--- src/rtl/full_adder_pkg.sv ---
// Shared constants and the reference sum used by the adder's assertions
// and by anything that needs a golden {cout, s} value.
package full_adder_pkg;

  localparam int WIDTH_MAX = 64;

  // Reference {cout, s} for an adder of the given width. Operand bits above
  // the width are ignored. The result is zero-extended to WIDTH_MAX+1 bits,
  // with cout at bit position `width`.
  function automatic logic [WIDTH_MAX:0] ref_add(
    input logic [WIDTH_MAX-1:0] a,
    input logic [WIDTH_MAX-1:0] b,
    input logic                 cin,
    input int unsigned          width
  );
    logic [WIDTH_MAX:0] mask;
    logic [WIDTH_MAX:0] sum;
    mask = {(WIDTH_MAX+1){1'b1}} >> (WIDTH_MAX - width);
    sum  = {1'b0, a & mask[WIDTH_MAX-1:0]}
         + {1'b0, b & mask[WIDTH_MAX-1:0]}
         + (WIDTH_MAX+1)'(cin);
    return sum & mask;
  endfunction

endpackage

--- src/rtl/full_adder_if.sv ---
// Operand/result bundle for full_adder.
// Handshake: there is no valid/ready pair. Every rising clk edge accepts
// a, b and cin, and the matching s, cout and ovf are valid one edge later.
interface full_adder_if #(
  parameter int WIDTH = 1
);

  logic [WIDTH-1:0] a;
  logic [WIDTH-1:0] b;
  logic             cin;
  logic [WIDTH-1:0] s;
  logic             cout;
  logic             ovf;

  modport master (output a, output b, output cin, input s, input cout, input ovf);
  modport slave  (input a, input b, input cin, output s, output cout, output ovf);

endinterface

--- src/rtl/full_adder_fa_cell.sv ---
// One-bit combinational full adder: the ripple cell of full_adder.
module fa_cell (
  input  logic a,
  input  logic b,
  input  logic ci,
  output logic s,
  output logic co
);

  // Sum and majority carry for one bit position.
  always_comb begin
    s  = a ^ b ^ ci;
    co = (a & b) | (a & ci) | (b & ci);
  end

endmodule

--- src/rtl/full_adder.sv ---
// Registered WIDTH-bit ripple-carry adder with carry-out and signed
// overflow. Results appear one clock after the operands are sampled.
module full_adder
  import full_adder_pkg::*;
#(
  parameter int WIDTH = 1
) (
  input  logic         clk,
  input  logic         rst,
  full_adder_if.slave  bus
);

  // Reject widths the ripple chain and reference function do not cover.
  if (WIDTH < 1 || WIDTH > WIDTH_MAX) begin : g_bad_width
    $error("full_adder: WIDTH=%0d outside 1..%0d", WIDTH, WIDTH_MAX);
  end

  logic [WIDTH:0]   c;
  logic [WIDTH-1:0] s_sum;

  logic [WIDTH-1:0] s_d, s_q;
  logic             cout_d, cout_q;
  logic             ovf_d, ovf_q;

  assign c[0] = bus.cin;

  for (genvar i = 0; i < WIDTH; i++) begin : g_cell
    fa_cell u_cell (
      .a  (bus.a[i]),
      .b  (bus.b[i]),
      .ci (c[i]),
      .s  (s_sum[i]),
      .co (c[i+1])
    );
  end

  // Next result: carry out of the MSB, and overflow when the carries into
  // and out of the sign bit disagree (for WIDTH=1 that is cout ^ cin).
  always_comb begin
    s_d    = s_sum;
    cout_d = c[WIDTH];
    ovf_d  = c[WIDTH] ^ c[WIDTH-1];
  end

  // Output registers; reset clears all results and drops the in-flight one.
  always_ff @(posedge clk) begin
    if (rst) begin
      s_q    <= '0;
      cout_q <= 1'b0;
      ovf_q  <= 1'b0;
    end else begin
      s_q    <= s_d;
      cout_q <= cout_d;
      ovf_q  <= ovf_d;
    end
  end

  assign bus.s    = s_q;
  assign bus.cout = cout_q;
  assign bus.ovf  = ovf_q;

`ifndef SYNTHESIS
  // Registered {cout, s} must equal the reference sum of the operands
  // sampled on the previous edge whenever that edge was out of reset.
  a_sum_matches_ref : assert property (
    @(posedge clk) !rst |=>
      ((WIDTH_MAX+1)'({bus.cout, bus.s}) ==
       ref_add(WIDTH_MAX'($past(bus.a)), WIDTH_MAX'($past(bus.b)),
               $past(bus.cin), WIDTH))
  );
`endif

endmodule

--- src/flat_wrapper.sv ---
// flat-port wrapper written by rule: the top's interface ports become plain ports
module full_adder_flat import full_adder_pkg::*;
#(
  parameter int WIDTH = 1
)
  (clk, rst, bus_a, bus_b, bus_cin, bus_s, bus_cout, bus_ovf);
  full_adder_if #(.WIDTH(WIDTH)) bus_i ();
  input  logic clk;
  input  logic rst;
  input wire logic [$bits(bus_i.a)-1:0] bus_a;
  input wire logic [$bits(bus_i.b)-1:0] bus_b;
  input wire logic [$bits(bus_i.cin)-1:0] bus_cin;
  output wire logic [$bits(bus_i.s)-1:0] bus_s;
  output wire logic [$bits(bus_i.cout)-1:0] bus_cout;
  output wire logic [$bits(bus_i.ovf)-1:0] bus_ovf;
  assign bus_i.a = bus_a;
  assign bus_i.b = bus_b;
  assign bus_i.cin = bus_cin;
  assign bus_s = bus_i.s;
  assign bus_cout = bus_i.cout;
  assign bus_ovf = bus_i.ovf;
  full_adder #(.WIDTH(WIDTH)) u_core (.clk(clk), .rst(rst), .bus(bus_i));
endmodule
--- config.mk ---
export PLATFORM = sky130hd
export DESIGN_NAME = full_adder_flat
export DESIGN_NICKNAME = d
export VERILOG_FILES = /design/src/rtl/full_adder_pkg.sv /design/src/rtl/full_adder_if.sv /design/src/rtl/full_adder_fa_cell.sv /design/src/rtl/full_adder.sv /design/src/flat_wrapper.sv
export SDC_FILE = /design/constraint.sdc
export NUM_CORES = 1
export LEC_CHECK = 0
export CORE_AREA = 2 2 39 41
export DETAILED_ROUTE_END_ITERATION = 8
export DIE_AREA = 0 0 41 43
export PLACE_DENSITY = 0.3
export SLEW_MARGIN = 20
export SYNTH_ARGS = -nofsm -noshare
export SYNTH_HDL_FRONTEND = slang
export SYNTH_SLANG_ARGS = --single-unit
export TNS_END_PERCENT = 1
--- constraint.sdc ---
create_clock -name clk -period 1.3 [get_ports clk]
set_input_delay 0.325 -clock clk [delete_from_list [all_inputs] [get_ports clk]]
set_output_delay 0.325 -clock clk [all_outputs]
set_load 0.01 [all_outputs]
== Word level (Yosys, flattened, before mapping) ==
Index checks and enable logic that the tools add are counted.
Operators by class
  add/sub/neg operators: 0
  multipliers: 0
  div/mod/pow operators: 0
  order comparisons: 0
  equality and inequality tests: 0
  shift-type cells: 0
  multiplexer cells: 0
  bitwise logic cells: 8
  reduce and logical (&&, ||, !) cells: 0
Operators by type and width (number)
  1-bit AND: 3
  1-bit XOR: 3
  1-bit OR: 2
Storage, ports and cells
  register bits: 3
  bits in latches: 0
  RAM bits: 0
  memory bits (read-only): 0
  input bits: 5
  output and inout port bits: 3
  logic and storage cells: 11
  memories: 0

== Depth between registers and ports, before layout ==
  depth after elaboration: 4
  gate-level depth with buffers: 3
  depth with buffers taken out: 3

== Cells and area by module ==
A second synthesis with hierarchy kept.
Second synthesis, totals
  cells, all modules: 8
  area total of the unflattened synthesis: 105.1 sq um
By module, submodules not included
  full_adder: times used 1, cells each 7, area an instance 85.1 sq um, sequential area each 60.1 sq um
  fa_cell: times used 1, cells each 1, area an instance 20.0 sq um, sequential area each 0.0 sq um

== Worst setup path after synthesis ==
Ideal clock, no wire load.
  kind: input-to-reg
  start point: input port bus_cin
  end point: register u_core.ovf_q, in the netlist u_core.bus.ovf
  setup time: 115 ps
  data arrival time: 950 ps
  data required time: 1185 ps
  slack: 235 ps
  cell stages on the path: 3
  buffers on the path: 0
  path through: fa_1 > xnor2_1 > nor2_1
Between the ends
  cells in the longest elaborated chain, start to end: 4
  elaborated cells on any way between the ends: 5
  classes of those cells: bitwise (5)
Ends and longest elaborated chain
  start: declaration: line flat_wrapper.sv:12  | input wire logic [$bits(bus_i.cin)-1:0] bus_cin;
  1-bit AND: line full_adder_fa_cell.sv:13  | co = (a & b) | (a & ci) | (b & ci);
  1-bit OR (2 in series): line full_adder_fa_cell.sv:13
  1-bit XOR (*): line full_adder.sv:42  | ovf_d = c[WIDTH] ^ c[WIDTH-1];
  end signal: assignment: line full_adder.sv:54  | ovf_q <= ovf_d;
  end: declaration: line full_adder.sv:23  | logic ovf_d, ovf_q;
Mark *: on every way between the ends. The rest lies on a longest branch, timed or not.
A chain may end at the register's enable or synchronous reset.

== Worst setup path after layout ==
  start point: input port bus_cin
  end point: register u_core.s_q, in the netlist u_core.bus.s
Between the ends
  cells in the longest elaborated chain, start to end: 1
Ends and longest elaborated chain
  1-bit XOR: line full_adder_fa_cell.sv:12  | s = a ^ b ^ ci;
  via u_core.g_cell[0].u_cell.s: line full_adder_fa_cell.sv:6  | output logic s,
  end signal: assignment: line full_adder.sv:48  | s_q <= '0;
  end signal: assignment: line full_adder.sv:52  | s_q <= s_d;
  end: declaration: line full_adder.sv:21  | logic [WIDTH-1:0] s_d, s_q;
The timed path passes the listed nets, and every way through them passes these cells.

==> reports/qor.txt <==
status: finished, final reports clean
# DRC: 0
Iter 0 DRT Violations: 0
slew at the pin with the worst max-slew slack: 0.114 ns
peak supply drop: 243 µV
clock buffer depth: 2
GRT overflow: 0
fillcell total: 151
remaining antenna violation count after routing: 0
row count: 14
setup TNS: 0 ns
Final Hold Vio Count: 0
Initial Util: 7.59%
LEAKAGE: 0.110 nW
Core Region: 1380 µm²
relative slew slack: 92.4%
Root Driver: clkbuf_4
htree depth: 1
Syn Inst Count: 8
kind of critical path: in -> reg
most frequent cells in the layout: clkbuf_4, clkdlybuf4s50_1, dlygate4sd2_1, dfxtp_1, nor2b_1
Post-DP Area: 203 µm²
yosys warns: 0
# Max-Cap Violations: 0
sequential fraction of the synthesis area: 57.1%
fin crit period: 1.26 ns
setup violators final: 0
gr busiest metal: met4
gpl congestion: 0.514
Critical Path End Type: flop
Vias: 94
RSZ-0062 raised after global routing: no
fmax: 794 MHz
total CTS buffers: 3
Final Cell Area: 238 µm²
Via density: 2.61
Place WS: -0.276 ns
final period utilization: 96.9%
Chip Width: 41 µm
crit path launch: bus_cin
Final Max Slew Viols: 0
Total GRT Usage: 3.72%
Post-Route WL: 230 µm
Port Buffers: 7
M3 GR Usage: 3.14%
final setup margin: 0.0405 ns
clock-pin slew on the worst setup and hold paths: 0.04 ns
Yosys reg bits: 3
Worst Hold Depth: 3
wire length per cell: 6.39 µm
global-route wire length before repair: 310 µm
Worst Hold End: u_core.bus.s
hold_sp: bus_a
crit-path max FO: 2
Worst setup SP type: input pin
Synth cell types: 5
Die Span Y: 43 µm
min-delay worst type: in -> reg
initial antenna violation count: 0
CTS tree: done
Worst Path Required: 1.42 ns
Layout Area Growth over Synthesis: 126%
largest net degree at the start of global routing: 4
Avg Cell Area, Syn: 13.1 µm²
area of the die: 1760 µm²
antenna cells: 0
layout cells sized above 1: 30.0%
syn_nets: 14
final hold slack: 0.561 ns
Synth Cell Area: 105 µm²
number of nets in the layout: 27
num ports: 8
power density cells: 1320 nW/µm²
vias in the first global route: 101
clk sink count: 3
met2 Usage GRT: 3.44%
Pre-Repair DR Iteration Count: 1
met1 Usage GRT: 2.59%
critical path arrival: 1.38 ns
how the worst max path moves through the flow:
| stage | end | slack, ns | cells after the start |
|---|---|---|---|
| 6_report | u_core.bus.s | 0.04 | 3 |
| 5_1_grt | u_core.bus.s | 0.02 | 3 |
| 4_1_cts | u_core.bus.s | 0.02 | 3 |
| 3_5_place_dp | u_core.bus.ovf | -0.28 | 4 |
| 3_3_place_gp | u_core.bus.ovf | -0.26 | 4 |
| 2_1_floorplan | u_core.bus.ovf | 0.24 | 3 |
per-stage QoR:
stage | power, mW | utilization [%] | std cells
global placement | 0.154 | 14.6 | 32
global route | 0.335 | 17.2 | 36
CTS | 0.323 | 16.5 | 36
finish | 0.314 | 17.2 | 36
detailed placement | 0.155 | 14.6 | 32
floorplan | 0.120 | - | 8
worst max-delay path, cell delays in order:
cell and delay [ns]:
clkdlybuf4s50_1 0.50, fa_2 0.43, nor2b_1 0.13
Yosys cell counts:
library cell / instances / area [µm²]
dfxtp_1: 3 / 60.1
fa_1: 1 / 20.0
nor2_1: 1 / 3.75
nor2b_1: 2 / 12.5
xnor2_1: 1 / 8.76
registers in the layout, summed over array words and instances (netlist names):
| signal | count |
|---|---|
| u_core.bus.ovf | 1 |
| u_core.bus.s | 1 |
| u_core.bus.cout | 1 |
per-layer routing:
metal  vias to the layer above  wire length (µm)
li1                         47                 -
met1                        39                79
met2                         8               102
met3                         0                47
met4                         0                 0
met5                         -                 0
layout make-up:
cell class                 instances  area (µm²)  area share, %
clock buffer                       4        26.3           11.1
tap                               16        20.0           8.42
sequential                         3        60.1           25.3
timing repair buffer               8        76.3           32.1
multi-input combinational          5        55.1           23.2
logic make-up after synthesis:
group	count (synthesis)	synth area share, %
flip-flops	3	57.1
adder cells (fa/ha/maj)	1	19.0
XOR/XNOR	1	8.33
AND/OR/NAND/NOR	3	15.5
where the power goes:
group | switching [mW] | internal [mW] | leakage, nW
sequential | 0.00145 | 0.101 | 0.0250
clock | 0.0476 | 0.115 | 0.0150
combinational | 0.0183 | 0.0310 | 0.0704
total | 0.0674 | 0.247 | 0.110
timing repair:
item,4_1_cts,5_1_grt
setup endpoints to repair,4,2
resized for setup,4,2
setup buffers,0,0
hold buffers,0,0
pin swaps,0,1
Note: power is estimated with default switching activity, not from simulation.
